===== src/rtl/pc_ctrl.sv =====
// Fetch-stage PC sequencer: boot flush, redirect arbitration, load-use stall and LM/SM hold.
// Optional performance counters are enabled by defining PC_CTRL_PERF_EN.
module pc_ctrl #(
  parameter int HOLD_W      = 4,
  parameter int BOOT_CYCLES = 1
) (
  input  logic              clk,
  input  logic              reset,
  input  logic [5:0]        redir_req,
  input  logic              stall_req,
  input  logic              multi_start,
  input  logic [HOLD_W-1:0] multi_cnt,
  output logic              pc_write,
  output logic [2:0]        pc_sel,
  output logic              hold_ifid,
  output logic [4:0]        flush,
  output logic              busy
`ifdef PC_CTRL_PERF_EN
  ,
  output logic [15:0]       redir_count,
  output logic [15:0]       stall_count
`endif
);

  localparam int BOOT_W = (BOOT_CYCLES > 1) ? $clog2(BOOT_CYCLES) : 1;
  localparam logic [BOOT_W-1:0] BOOT_LAST = BOOT_W'(BOOT_CYCLES - 1);
  localparam logic [BOOT_W-1:0] BOOT_ONE  = BOOT_W'(1);
  localparam logic [HOLD_W-1:0] CNT_ONE   = HOLD_W'(1);

  typedef enum logic [1:0] {
    ST_BOOT = 2'd0,
    ST_RUN  = 2'd1,
    ST_HOLD = 2'd2
  } state_t;

  state_t            r_state;
  state_t            w_next_state;
  logic [BOOT_W-1:0] r_boot_cnt;
  logic [BOOT_W-1:0] w_next_boot_cnt;
  logic [HOLD_W-1:0] r_hold_cnt;
  logic [HOLD_W-1:0] w_next_hold_cnt;
  logic              w_redir;
  logic [2:0]        w_redir_sel;
  logic [4:0]        w_redir_flush;

  // Oldest requesting stage wins the PC mux.
  function automatic logic [2:0] redir_sel(input logic [5:0] req);
    logic [2:0] sel;
    casez (req)
      6'b1?????: sel = 3'd7;
      6'b01????: sel = 3'd6;
      6'b001???: sel = 3'd1;
      6'b0001??: sel = 3'd4;
      6'b00001?: sel = 3'd5;
      6'b000001: sel = 3'd3;
      default:   sel = 3'd2;
    endcase
    return sel;
  endfunction

  function automatic logic [4:0] redir_flush(input logic [5:0] req);
    logic [4:0] fl;
    casez (req)
      6'b1?????: fl = 5'b11111;
      6'b01????: fl = 5'b01111;
      6'b001???: fl = 5'b00111;
      6'b0001??: fl = 5'b00111;
      6'b00001?: fl = 5'b00011;
      6'b000001: fl = 5'b00001;
      default:   fl = 5'b00000;
    endcase
    return fl;
  endfunction

  assign w_redir       = |redir_req;
  assign w_redir_sel   = redir_sel(redir_req);
  assign w_redir_flush = redir_flush(redir_req);

  // State and counter registers.
  always_ff @(posedge clk or posedge reset) begin
    if (reset) begin
      r_state    <= ST_BOOT;
      r_boot_cnt <= '0;
      r_hold_cnt <= '0;
    end else begin
      r_state    <= w_next_state;
      r_boot_cnt <= w_next_boot_cnt;
      r_hold_cnt <= w_next_hold_cnt;
    end
  end

  // Next-state and counter update.
  always_comb begin
    w_next_state    = r_state;
    w_next_boot_cnt = r_boot_cnt;
    w_next_hold_cnt = r_hold_cnt;
    case (r_state)
      ST_BOOT: begin
        if (r_boot_cnt == BOOT_LAST) begin
          w_next_state    = ST_RUN;
          w_next_boot_cnt = '0;
        end else begin
          w_next_boot_cnt = r_boot_cnt + BOOT_ONE;
        end
      end
      ST_RUN: begin
        if (w_redir) begin
          w_next_hold_cnt = '0;
        end else if (!stall_req && multi_start && (multi_cnt > CNT_ONE)) begin
          w_next_state    = ST_HOLD;
          w_next_hold_cnt = multi_cnt - CNT_ONE;
        end else begin
          w_next_state = ST_RUN;
        end
      end
      ST_HOLD: begin
        // Counter reads the remaining hold cycles including the current one.
        if (w_redir || (r_hold_cnt <= CNT_ONE)) begin
          w_next_state    = ST_RUN;
          w_next_hold_cnt = '0;
        end else begin
          w_next_hold_cnt = r_hold_cnt - CNT_ONE;
        end
      end
      default: begin
        w_next_state    = ST_BOOT;
        w_next_boot_cnt = '0;
        w_next_hold_cnt = '0;
      end
    endcase
  end

  // Mealy output decode.
  always_comb begin
    pc_write  = 1'b1;
    pc_sel    = 3'd2;
    hold_ifid = 1'b0;
    flush     = 5'b00000;
    busy      = 1'b0;
    case (r_state)
      ST_RUN: begin
        if (w_redir) begin
          pc_sel = w_redir_sel;
          flush  = w_redir_flush;
        end else if (stall_req) begin
          pc_write  = 1'b0;
          hold_ifid = 1'b1;
          flush     = 5'b00010;
        end else begin
          pc_sel = 3'd2;
        end
      end
      ST_HOLD: begin
        busy = 1'b1;
        if (w_redir) begin
          pc_sel = w_redir_sel;
          flush  = w_redir_flush;
        end else begin
          pc_write  = 1'b0;
          hold_ifid = 1'b1;
        end
      end
      default: begin
        pc_sel = 3'd0;
        flush  = 5'b11111;
        busy   = 1'b1;
      end
    endcase
  end

`ifdef PC_CTRL_PERF_EN
  logic        w_active;
  logic [15:0] r_redir_count;
  logic [15:0] r_stall_count;

  assign w_active = (r_state == ST_RUN) || (r_state == ST_HOLD);

  // Saturating event counters.
  always_ff @(posedge clk or posedge reset) begin
    if (reset) begin
      r_redir_count <= 16'h0000;
      r_stall_count <= 16'h0000;
    end else begin
      if (w_active && w_redir && (r_redir_count != 16'hFFFF)) begin
        r_redir_count <= r_redir_count + 16'h0001;
      end
      if (w_active && !pc_write && (r_stall_count != 16'hFFFF)) begin
        r_stall_count <= r_stall_count + 16'h0001;
      end
    end
  end

  assign redir_count = r_redir_count;
  assign stall_count = r_stall_count;
`endif

endmodule

===== config.mk =====
export PLATFORM = sky130hd
export DESIGN_NAME = pc_ctrl
export DESIGN_NICKNAME = d
export VERILOG_FILES = /design/src/rtl/pc_ctrl.sv
export SDC_FILE = /design/constraint.sdc
export NUM_CORES = 1
export LEC_CHECK = 0
export BUFFER_PORTS_ARGS = -buffer_cell sky130_fd_sc_hd__buf_2
export CORE_MARGIN = 4
export CORE_UTILIZATION = 48
export DETAILED_ROUTE_END_ITERATION = 10
export PLACE_DENSITY_LB_ADDON = 0.25
export SLEW_MARGIN = 40
export SYNTH_ARGS = -nofsm -noshare
export SYNTH_HDL_FRONTEND = slang
export SYNTH_SLANG_ARGS = --single-unit

===== constraint.sdc =====
create_clock -name clk -period 2.34 [get_ports clk]
set_input_delay 0.351 -clock clk [delete_from_list [all_inputs] [get_ports clk]]
set_output_delay 0.351 -clock clk [all_outputs]
set_load 0.05 [all_outputs]

# Yosys cells after proc, flatten, opt, wreduce, memory -nomap -nowiden
# Cells that the tools add are included.
word_totals:
  regBits: 7
  inputBits: 14
  output_inout_bits: 11
classes:
  add_sub_neg: 3
  order_cmp: 2
  n_eq_ne: 11
  mux: 28
  bitwise_logic: 1
  n_reduce_logical: 10
op_table:
  columns: ["cell", "count"]
  rows:
  - ["$pmux W5 S5", 1]
  - ["$pmux W3 S6", 1]
  - ["$mux W4", 3]
  - ["$pmux W4 S3", 1]
  - ["$mux W2", 5]
  - ["$mux W5", 2]
  - ["$pmux W5 S2", 1]
  - ["$mux W1", 8]
  - ["$sub A4 B1 Y4 const B", 2]
  - ["$eq A6 B1 Y1 const B", 1]
  - ["$mux W3", 2]
  - ["$ne A2 B2 Y1 const B", 3]
  - ["$pmux W1 S2", 3]
  - ["$pmux W2 S3", 1]
  - ["$reduce_or A6 Y1", 1]
  - ["$eq A5 B1 Y1 const B", 1]
  - ["$eq A2 B1 Y1 const B", 2]
  - ["$eq A4 B1 Y1 const B", 1]
  - ["$gt A4 B1 Y1 const B", 1]
  - ["$le A4 B1 Y1 const B", 1]
  - ["$reduce_or A2 Y1", 2]
  - ["$eq A3 B1 Y1 const B", 1]
  - ["$ne A3 B3 Y1 const B", 1]
  - ["$reduce_and A3 Y1", 1]
  - ["other kinds (8)", 9]

# Logic depth before layout (Yosys ltp)
logic_depth:
  depth_word: 6
  mapped_depth: 7
  mapped_depth_nobuf: 7

# Worst setup path after synthesis
# OpenSTA, ideal clock, no wires.
synth_path:
  path_kind: "reg-to-output"
  from: "register r_state[1]"
  to: "output flush[1]"
  arrival_ps: 2696
  t_required_ps: 1989
  path_slack_ps: -707
  path_stages_with_launch: 7
  path_buffers: 1
  cell_sequence: "dfrtp_1 > inv_1 > ha_1 > clkbuf_1 > nor2_1 > o21ai_0 > o21bai_1"
synth_between:
  elab_chain_len: 2
  word_cells_on_any_way: 3
  classes_between: "2 x eq/ne; 1 x mux"
synth_rtl:
  columns: ["element", "line", "rtl"]
  rows:
  - ["from (decl)", "36", "state_t r_state;"]
  - ["from (signal assigned)", "86", "r_state <= w_next_state;"]
  - ["$eq A2 B2 Y1 or $eq A2 B1 Y1 (tied branches)", "140", "case (r_state)"]
  - ["$pmux W5 S2 (*)", "140", null]
  - ["to (decl)", "16", "output logic [4:0] flush,"]
# Every way passes the cells marked *; elsewhere a longest branch is shown, timed or not.

# Worst setup path in the final report
# Ends and elaborated chain as after synthesis.

==> impl_metrics.ini <==
[run_status]
status = complete, no violations

[global_route]
grt_overflow = 0
grt_start_max_net_pins = 12
grt_antenna_before_repair = 0
first_global_vias = 631
grt_usage = 0.170
grt_pass1_wl_mm = 2.66

[finish]
nets = 137
antenna_cells = 0
post-route-util = 0.635
layout-drive-gt1-share = 0.319
area_growth_pct = 20.2

[place]
port_buffers = 24
dp_hpwl_mm = 1.41
place_ws_ns = 0.436
place_congestion = 0.827

[logic_synthesis]
syn_nets = 112
syn_area_sq_um = 704
synth_top_area_share = 0.213
yosysWarnings = 0
synth_seq_area_share = 0.213
synth_largest_area_cell = dfrtp_1
syn_inst = 90
avgSynthCellArea_sq_um = 7.83
yosysUniqueCellTypes = 34
ys_ff_latch = 6
ys_top_cells_by_area = dfrtp_1, ha_1, o21ai_0

[timing]
fin_skew_ns = 0.00206
period_minus_slack_ns = 2.17
slew_headroom = 0.738
hold_violations = 0
rsz0062_at_grt = no
max_slew.worst_pin.slew_ns = 0.390
max_freq_mhz = 460
finalCritPeriodShare = 0.929
slew_viol_final = 0
setup_viol = 0
layout_setup_ws_ns = 0.166
tns_ns = 0

[clock_network]
clk_latency_ns = 0.24
hold_buffers = 0
htreeDepth = 1
cts_root_buf = clkbuf_4
cts_setup_buffers = 0
cts.sink_count = 6
cts.reportedPaths.clkPinSlew_ns = 0.04
cts_buffers = 3
clock_path_buffers = 2
cts_tree = done
post_cts_resized = 0

[worst_setup_path]
startpoint_type = flip-flop
cp-end-kind = output port
cpPeakStageDelay_ns = 0.39
criticalPathCategory = reg2out
cp.arrival_ns = 1.82
cp_max_fo = 11
crit_chain = inv_1, ha_1, nor2_1, o21ai_2, o21bai_1, buf_2
worst_path_max_delay_cell = dfrtp_1
critPathRequiredTime_ns = 1.99

[pwr]
clock_power_share = 0.108
p_comb_frac = 0.744
powerDensity_nw_per_um2 = 986
p_leak_nw = 0.411
switching_power_w = 0.000500
internal_power_w = 0.000335
seq_power_share = 0.147
swShare = 0.599
vdd_ir_drop_max_mv = 0.551

[drt]
wl_per_cell_um = 13.0
drt_iter0_drc = 15
num_vias = 696
routed_wl_mm = 1.66
via_per_inst = 5.44
ant_nets = 0
firstDrtPassIters = 4
drc_errors = 0

[floorplanning]
start_util = 0.528
num_rows = 13
core_sq_um = 1330
die_w_um = 46.3
ios = 25
die-area_sq_um = 2140
die-height_um = 46.3

[min_path]
hold_path.class = in2async

[run]
cap_violations = 0
flip-flops by register name (all words and copies together), names as in the netlist:
name and cells:
r_state 2, r_hold_cnt 4
power by group through the flow:
stage | logic, W | registers, W | clock network (W)
after CTS | 0.000624 | 0.000123 | 0.0000949
after detailed placement | 0.000623 | 0.000125 | 0
after floorplan | 0.000502 | 0.000122 | 0
final | 0.000622 | 0.000123 | 0.0000906
after global placement | 0.000617 | 0.000124 | 0
after global routing | 0.000662 | 0.000124 | 0.000103
routing by layer:
layer,global-route usage,vias up,share of wire
li1,-,370,-
met1,0.225,315,0.47
met2,0.266,11,0.49
met3,0.0586,0,0.043
met4,0.0341,0,0
met5,0,-,0
cell usage in the layout (no fill, tap or decap), drive strengths merged, types with 3 or more instances in the layout:
cell type and count:
dfrtp 6, clkbuf 3, inv 12, o31ai 3, buf 24, nor2 10
o21ai 9, nor3 5, ha 8, nand2 4, nand3 3, a21oi 5
cell usage after synthesis (all sizes together):
| cell | count |
|---|---|
| o311ai | 1 |
| mux2 | 1 |
| nor3 | 5 |
| a21boi | 1 |
| a22o | 1 |
| xor2 | 2 |
| nand2 | 4 |
| nand4b | 1 |
| ha | 8 |
| o22ai | 2 |
| o31a | 1 |
| o31ai | 3 |
| inv | 12 |
| nor2 | 10 |
| and2 | 2 |
| a22oi | 1 |
| buf | 2 |
| nand3 | 3 |
| dfrtp | 6 |
| o32ai | 1 |
| a32oi | 1 |
| o21bai | 1 |
| a21o | 1 |
| a211oi | 1 |
| nor4 | 1 |
| or3 | 1 |
| o21ai | 9 |
| clkbuf | 2 |
| a31o | 1 |
| a21oi | 5 |
per-stage QoR:
stage	hold WS, ns	power [W]	cells	instance area [sq um]
after floorplan	0.142	0.000625	90	712
after CTS	0.0155	0.000842	128	847
after global routing	0.0303	0.000889	128	847
after detailed placement	0.274	0.000748	125	825
after global placement	0.272	0.000741	125	825
final	0.0162	0.000836	128	847
final timing paths:
path / start / to / slack, ns / cells past startpoint
max: r_state[1]$_DFFE_PP0P_ / flush[1] / 0.17 / 6
min: reset / r_state[0]$_DFFE_PP0P_ / 0.02 / 2
max reg2reg: r_hold_cnt[1]$_DFFE_PP0P_ / r_state[0]$_DFFE_PP0P_ / 0.69 / 6
min reg2reg: r_hold_cnt[1]$_DFFE_PP0P_ / r_hold_cnt[1]$_DFFE_PP0P_ / 0.54 / 2
max in group asynchronous: reset / r_hold_cnt[0]$_DFFE_PP0P_ / 2.14 / 2
min in group clk: multi_start / r_state[1]$_DFFE_PP0P_ / 0.48 / 3
worst max-delay path, delay by kind of cell, from the launching register on:
| family | cells | cell delay [ns] |
|---|---|---|
| simple gates | 1 | 0.15 |
| buf+inv | 2 | 0.38 |
| flops | 1 | 0.39 |
| compound gates | 2 | 0.28 |
| fa+ha+maj | 1 | 0.38 |
layout make-up:
type	instances	area, sq um
Timing Repair Buffer	24	120
Multi-Input combinational cell	68	490
Fill cell	130	487
Tap cell	15	18.8
Inverter	12	45.0
Clock buffer	3	22.5
Sequential cell	6	150
cell families after synthesis:
kind of cell,after synthesis,synth area share
compound gates,30,0.306
simple gates,27,0.197
buf+inv,16,0.101
fa+ha+maj,8,0.142
flops,6,0.213
xor+xnor,2,0.0249
mux,1,0.0160
No activity file was read; power rests on OpenSTA's default activity.
